File: config.mk
export PLATFORM = sky130hd
export DESIGN_NAME = instr_loader
export DESIGN_NICKNAME = d
export VERILOG_FILES = /design/src/rtl/instr_loader_pkg.sv /design/src/rtl/instr_ram.sv /design/src/rtl/instr_loader.sv
export SDC_FILE = /design/constraint.sdc
export NUM_CORES = 2
export LEC_CHECK = 0
export CORE_MARGIN = 10
export CORE_UTILIZATION = 49
export DETAILED_ROUTE_END_ITERATION = 16
export PLACE_DENSITY = 0.72
export SLEW_MARGIN = 20
export SYNTH_ARGS = -nofsm -noshare
export SYNTH_HDL_FRONTEND = slang
export SYNTH_SLANG_ARGS = --single-unit
File: constraint.sdc
create_clock -name clk50 -period 4.4 [get_ports clk50]
set_clock_uncertainty 0.15 [all_clocks]
set_input_delay 0.66 -clock clk50 [delete_from_list [all_inputs] [get_ports clk50]]
set_output_delay 0.66 -clock clk50 [all_outputs]
set_load 0.01 [all_outputs]
File: src/rtl/instr_loader_pkg.sv
// Shared constants for the program loader: FSM encoding, state width and default filler word.
package instr_loader_pkg;

   localparam int         STATE_W = 2;

   localparam logic [1:0] ST_IDLE = 2'd0;
   localparam logic [1:0] ST_LOAD = 2'd1;
   localparam logic [1:0] ST_RUN  = 2'd2;
   localparam logic [1:0] ST_HALT = 2'd3;

   localparam logic [7:0] NOP_WORD_DEFAULT = 8'h00;

endpackage

File: src/rtl/instr_ram.sv
// DEPTH x 8 instruction store: one synchronous write port, one registered read port.
module instr_ram #(
   parameter int DEPTH = 256,
   parameter int AW    = 8
) (
   input  logic          clk,
   input  logic          wr_en,
   input  logic [AW-1:0] wr_addr,
   input  logic [7:0]    wr_data,
   input  logic [AW-1:0] rd_addr,
   output logic [7:0]    rd_data
);

   logic [7:0] mem [DEPTH];
   logic [7:0] rd_data_reg;

   // No reset so the array and read register map onto block RAM.
   always_ff @(posedge clk) begin
      if (wr_en)
         mem[wr_addr] <= wr_data;
      rd_data_reg <= mem[rd_addr];
   end

   assign rd_data = rd_data_reg;

endmodule

File: src/rtl/instr_loader.sv
// Program loader / instruction store feeding the 8-bit core; gates and halts the core.
// Optional running byte checksum is built only when LOADER_CHECKSUM_EN is defined.
module instr_loader
   import instr_loader_pkg::*;
#(
   parameter int         DEPTH    = 256,
   parameter logic [7:0] NOP_WORD = NOP_WORD_DEFAULT
) (
   input  logic               clk50,
   input  logic               reset,
   input  logic               load_start,
   input  logic               load_done,
   input  logic               wr_valid,
   input  logic [7:0]         wr_data,
   output logic               wr_ready,
   input  logic [7:0]         read_address,
   output logic [7:0]         instruction,
   output logic               cpu_run,
   output logic [8:0]         prog_len,
   output logic               overflow,
   output logic [STATE_W-1:0] state,
   output logic [7:0]         checksum
);

   localparam int AW = (DEPTH > 1) ? $clog2(DEPTH) : 1;

   logic [1:0] state_reg, state_next;
   logic [8:0] prog_len_reg, prog_len_next;
   logic       overflow_reg, overflow_next;
   logic       valid_reg, valid_next;
   logic       full, accept, in_range;
   logic [8:0] len_after;
   logic [7:0] ram_q;

   always_comb begin
      full      = (prog_len_reg == 9'(DEPTH));
      wr_ready  = (state_reg == ST_LOAD) && !full;
      // A restart pulse wins over any byte offered in the same cycle.
      accept    = wr_ready && wr_valid && !load_start;
      len_after = prog_len_reg + 9'(accept);
      in_range  = ({1'b0, read_address} < prog_len_reg);

      state_next    = state_reg;
      prog_len_next = len_after;
      overflow_next = overflow_reg | ((state_reg == ST_LOAD) && wr_valid && full);
      valid_next    = (state_reg == ST_RUN) && in_range && !load_start;

      if (load_start) begin
         state_next    = ST_LOAD;
         prog_len_next = '0;
         overflow_next = 1'b0;
      end else begin
         case (state_reg)
            ST_LOAD: if (load_done) state_next = (len_after != '0) ? ST_RUN : ST_IDLE;
            ST_RUN:  if (!in_range) state_next = ST_HALT;
            default: state_next = state_reg;
         endcase
      end
   end

   always_ff @(posedge clk50 or negedge reset) begin
      if (!reset) begin
         state_reg    <= ST_IDLE;
         prog_len_reg <= '0;
         overflow_reg <= 1'b0;
         valid_reg    <= 1'b0;
      end else begin
         state_reg    <= state_next;
         prog_len_reg <= prog_len_next;
         overflow_reg <= overflow_next;
         valid_reg    <= valid_next;
      end
   end

`ifdef LOADER_CHECKSUM_EN
   logic [7:0] checksum_reg;

   always_ff @(posedge clk50 or negedge reset) begin
      if (!reset)
         checksum_reg <= '0;
      else if (load_start)
         checksum_reg <= '0;
      else if (accept)
         checksum_reg <= checksum_reg + wr_data;
   end

   assign checksum = checksum_reg;
`else
   assign checksum = '0;
`endif

   instr_ram #(
      .DEPTH (DEPTH),
      .AW    (AW)
   ) u_ram (
      .clk     (clk50),
      .wr_en   (accept),
      .wr_addr (prog_len_reg[AW-1:0]),
      .wr_data (wr_data),
      .rd_addr (read_address[AW-1:0]),
      .rd_data (ram_q)
   );

   // valid_reg travels alongside the RAM read register, so the pair forms the registered word.
   assign instruction = valid_reg ? ram_q : NOP_WORD;
   assign cpu_run     = (state_reg == ST_RUN);
   assign prog_len    = prog_len_reg;
   assign overflow    = overflow_reg;
   assign state       = state_reg;

endmodule

# == Yosys cells after proc, flatten, opt, wreduce, memory -nomap -nowiden ==
# Memory sizes are Yosys's and may differ from the RTL's. A register that Yosys moved wholly into a read port is not among the register bits.
# Cells that the tools add are included.
# totals
regBits,13
out_inout_bits,30
mem_count,1
in_bits,21
ramBits,2048
wordCells,35
# classes
reduce_logical,12
order_cmp,1
add_sub_neg,1
muxes,10
eq_ne,5
bitwise_logic,1
# mem_list
name,words,width,read_ports,rd_clocked_by_memory_dff,write_ports,line_no,text
u_ram.mem,256,8,1,1,1,instr_ram.sv:14,logic [7:0] mem [DEPTH];
# ops
cell,n
$add A9 B1 Y9,1
$eq A9 B9 Y1 const B,1
$lt A8 B9 Y1,1
$mux W9,1
$reduce_bool A9 Y1,1
$mux W2,4
$mux W8,1
$logic_and A1 B1 Y1,7
$ne A3 B3 Y1 const B,2
$pmux W2 S2,1
$mux W1,3
$reduce_and A3 Y1,1
$reduce_bool A3 Y1,1
$eq A2 B1 Y1 const B,1
$eq A2 B2 Y1 const B,1
$logic_not A1 Y1,2
$or A1 B1 Y1,1

# == Depth between registers and ports, before layout ==
# logic_depth
word_depth,11
depth_mapped,13
depth_no_buf,12

# == Hierarchy ==
# From an unflattened synthesis, not the netlist that was laid out.
# unflattened
hier_cells,3849
hier_area_um2,80557.3
# modules_own_cells
module,area_per_inst_um2,seq_area_each_um2,cells_each,n_inst
instr_ram,79556.3,61659.1,3733,1
instr_loader,1001.0,325.3,116,1

# == Worst setup path before layout ==
# OpenSTA, ideal clock, no wires.
# synth_path
kind,flip-flop to flip-flop
from,"reg prog_len_reg[6], in the netlist prog_len[6]"
to,"mem u_ram.mem[114][0], enable pin"
arrival_time_ns,2.350
slack_ns,1.530
t_required_ns,3.880
setup_ns,0.370
synth_period_minus_slack_ns,2.870
path_stages_with_launch,10
n_path_buf,2
path_cell_list,dfrtp_1 buf_2 nor2_1 nand2_1 nor2_1 nor3_1 nor3b_2 nand2_1 clkbuf_1 nor2_1
# synth_between
elab_chain_cells,7
# synth_lines
item,line_no,text
from (decl),instr_loader.sv:28,"logic [8:0] prog_len_reg, prog_len_next;"
from (signal assigned),instr_loader.sv:69,prog_len_reg <= prog_len_next;
$eq A9 B9 Y1,instr_loader.sv:36,full = (prog_len_reg == 9'(DEPTH));
$logic_not A1 Y1,instr_loader.sv:37,wr_ready = (state_reg == ST_LOAD) && !full;
$logic_and A1 B1 Y1,instr_loader.sv:37,
$logic_and A1 B1 Y1 (2 in series),instr_loader.sv:39,accept = wr_ready && wr_valid && !load_start;
$mux W1,instr_ram.sv:19,if (wr_en)
$mux W1 (implied by the code),instr_ram.sv:20,mem[wr_addr] <= wr_data;
to (decl),instr_ram.sv:14,
# Several ways; a longest one is shown, not always the timed one.

# == Worst setup path after layout ==
# layout_path
from,"reg prog_len_reg[2], in the netlist prog_len[2]"
to,"mem u_ram.mem[241][0], enable pin"
# Same word-level chain as after synthesis.

==> impl_results.md <==
* Status: finished, final reports clean
* Filler Cell Count at 12,000
* Avg Cell Area, Syn at 20.95 sq um
* Cell Area, Synth at 80,740 sq um
* Drt via density at 6.283
* First-pass DRT Iterations at 5
* Area grow syn2layout at 11.94%
* Dpl cells at 5,999
* Switching power at 8.415 mW
* Share of layout cells above drive strength 1 at 0.2213
* Final Critical Period at 3.749 ns
* Worst-Skew Late Latency at 0.82 ns
* Core area at 163,300 sq um
* Yosys top cell by area: edfxtp_1
* CP Capture Type: flop
* # rows at 148
* Clk buf depth at 3
* Post-DRT Antenna Nets at 0
* # IOs at 51
* Register area share after synthesis at 0.7677
* Cells after Synth at 3,854
* Crit path max-delay cell type: nor2_1
* Logic pwr share at 0.047
* Clock power frac at 0.413
* Largest register FFs at 2,048
* CTS Hold Buffers Added at 0
* FF+latch area at 61,980 sq um
* Worst relative slew slack at 0.2339
* Vias in the first global route at 40,130
* WL/cell at 30.63 um
* Clock Sinks at 2,069
* Sw frac at 0.2095
* Fin. max-slew vios at 0
* Fmax at 266.7 MHz
* Initial core utilization at 0.4944
* Die area at 181,400 sq um
* Layout Cells excl Fill at 6,368
* Top FF cell, synth: edfxtp_1
* Crit path kind: flop to flop
* Largest net degree at the start of global routing at 143
* Initial antenna violation count at 6
* All-Layer GR Usage at 0.2135
* Routed WL at 195.1 mm
* Crit path cell chain: nor2_1, nand3_1, nor2_1, nor3_1, buf_4, and3_1, nand2_1, buf_4, nor2_1
* Final hold violations at 0
* Global-route wire length before repair at 284.5 mm
* Final setup vio count at 0
* RSZ-0062 raised after global routing: no
* Critical Path Max Stage Delay at 0.62 ns
* Startpoint type of the worst setup path: flop
* Ys async rst share at 0.006283
* Post-DP HPWL at 119.5 mm
* Post-CTS Setup Bufs at 0
* Nets at 4,052
* Hold_ws at 0.07292 ns
* WP data required at 4.70 ns
* Final period util at 0.8522
* Internal power at 31.75 mW
* Reg2Reg Setup Slack at 0.65 ns
* CTS tree: done
* TNS Setup at 0 ns
* Iter 0 DRT Violations at 5,103
* # Max-Cap Violations at 0
* Cts bufs inserted at 195
* Die W at 425.9 um
* Syn. warnings at 0
* Post-synth top area share at 0.7617
* H-Tree Depth at 4
* # resized after CTS at 0
* Worst-Margin Slew at 1.149 ns
* Pwr Density at 444.4 nW/um^2
* Post-synthesis register bit count at 2,069
* Flop pwr share at 0.540
* Vias at 40,010
* CTS root buffer: clkbuf_16
* Hold crit path type: input pin to async pin
* Area of the multi-input gates at 17,320 sq um
* Post-synth EDFFs at 2,048
* Gpl congestion at 0.8604
* Main area contributors after synthesis: edfxtp_1, mux4_2, mux2i_1
* # DRC at 0
* Buffers on Ports at 42
* Die Y at 425.9 um
* Clock-pin transition on the worst setup and hold timing paths at 0.06 ns
* Leakage at 28.37 nW
* Worst EP arrival at 4.05 ns
* Distinct cells, synth at 61
* CP Max Fanout at 8
* Peak supply drop at 0.4260 mV
* Crit path top cell by count: nor2_1
* Gr ovfl total at 0
-- routing by layer --
metal  vias to the layer above  global-route usage  wire, um
met1                     21170              0.2870     74530
met2                      2128              0.3418     94930
met3                       378             0.04461     17360
met5                         -                   0        27
met4                         4             0.08773      8209
li1                      16330                   -         -
-- logic make-up after synthesis --
logic type | Yosys count | synth area share
and+or+nand+nor | 557 | 0.03014
other | 1 | 0.00004644
xor gates and xnor gates | 7 | 0.0007593
AOI/OAI and AO/OA | 270 | 0.02357
buffers and inverters | 247 | 0.01850
DFF | 2069 | 0.7677
adders and majority gates | 10 | 0.001550
muxes | 693 | 0.1578
-- area by class of cell --
cell class,count,share of cell area
sequential,2069,0.6858
multi-input combinational,1545,0.1917
timing repair buffer,198,0.02218
antenna,5,0.0001384
clock buffer,243,0.05748
clock inverter,121,0.01207
tap,2175,0.03011
inverter,12,0.0005261
-- layout by cell type (no fill, tap or decap), types with 46 or more instances in the layout --
cell       instances
buf_4            127
a22oi_1           53
mux2i_1          227
clkinv_1          46
nand2_1           98
mux4_2           462
clkbuf_16        199
edfxtp_1        2048
nor2_1           304
nand3_1           53
-- per-stage QoR --
step | util | total power, mW | instance area, sq um | setup slack, ns
after CTS | 0.5533 | 40.31 | 90370 | 0.6590
after detailed placement | 0.5148 | 23.97 | 84080 | 0.3530
after global routing | 0.5533 | 41.22 | 90370 | 0.5581
final | 0.5534 | 40.16 | 90380 | 0.6505
after global placement | 0.5148 | 23.94 | 84080 | 0.4661
after floorplan | - | 23.13 | 80770 | 1.530
-- cell usage after synthesis (11+ instances only) --
cell and instances:
a21oi_1 22, edfxtp_1 2048, nor2_1 305, and2_1 13
nor3_1 14, buf_6 33, nand3_1 53, o211ai_1 11
o22ai_1 45, nand2_1 98, nand4_1 14, a22oi_1 53
o21ai_0 31, a211oi_1 29, clkbuf_1 77, mux2i_1 227
nor2b_1 25, a221oi_1 21, buf_2 72, mux4_2 462
dfrtp_1 13, buf_4 36, a2111oi_0 19
-- power groups by stage --
stage / Clock (mW) / Combinational [mW] / Sequential [mW]
floorplan: 0 / 1.02 / 22.1
global placement: 0 / 1.84 / 22.1
detailed placement: 0 / 1.87 / 22.1
CTS: 16.8 / 1.87 / 21.7
global route: 17.6 / 1.96 / 21.7
finish: 16.6 / 1.87 / 21.7
-- worst max-delay path, delay by kind of cell (launching register included) --
kind,cells,cell delay [ns]
buf+inv,2,0.61
simple gates,7,2.11
flops,1,0.50
-- final timing paths --
path,to,startpoint,depth (start not counted)
worst max-delay path,u_ram.mem[241][0],prog_len[2],9
worst min-delay path,overflow,reset,1
worst max register to register,u_ram.mem[241][0],prog_len[2],9
worst min register to register,overflow,overflow,2
max in group asynchronous,prog_len[3],reset,1
min in group clk50,u_ram.mem[72][4],wr_data[4],1
Note: power is estimated with default switching activity, not from simulation.
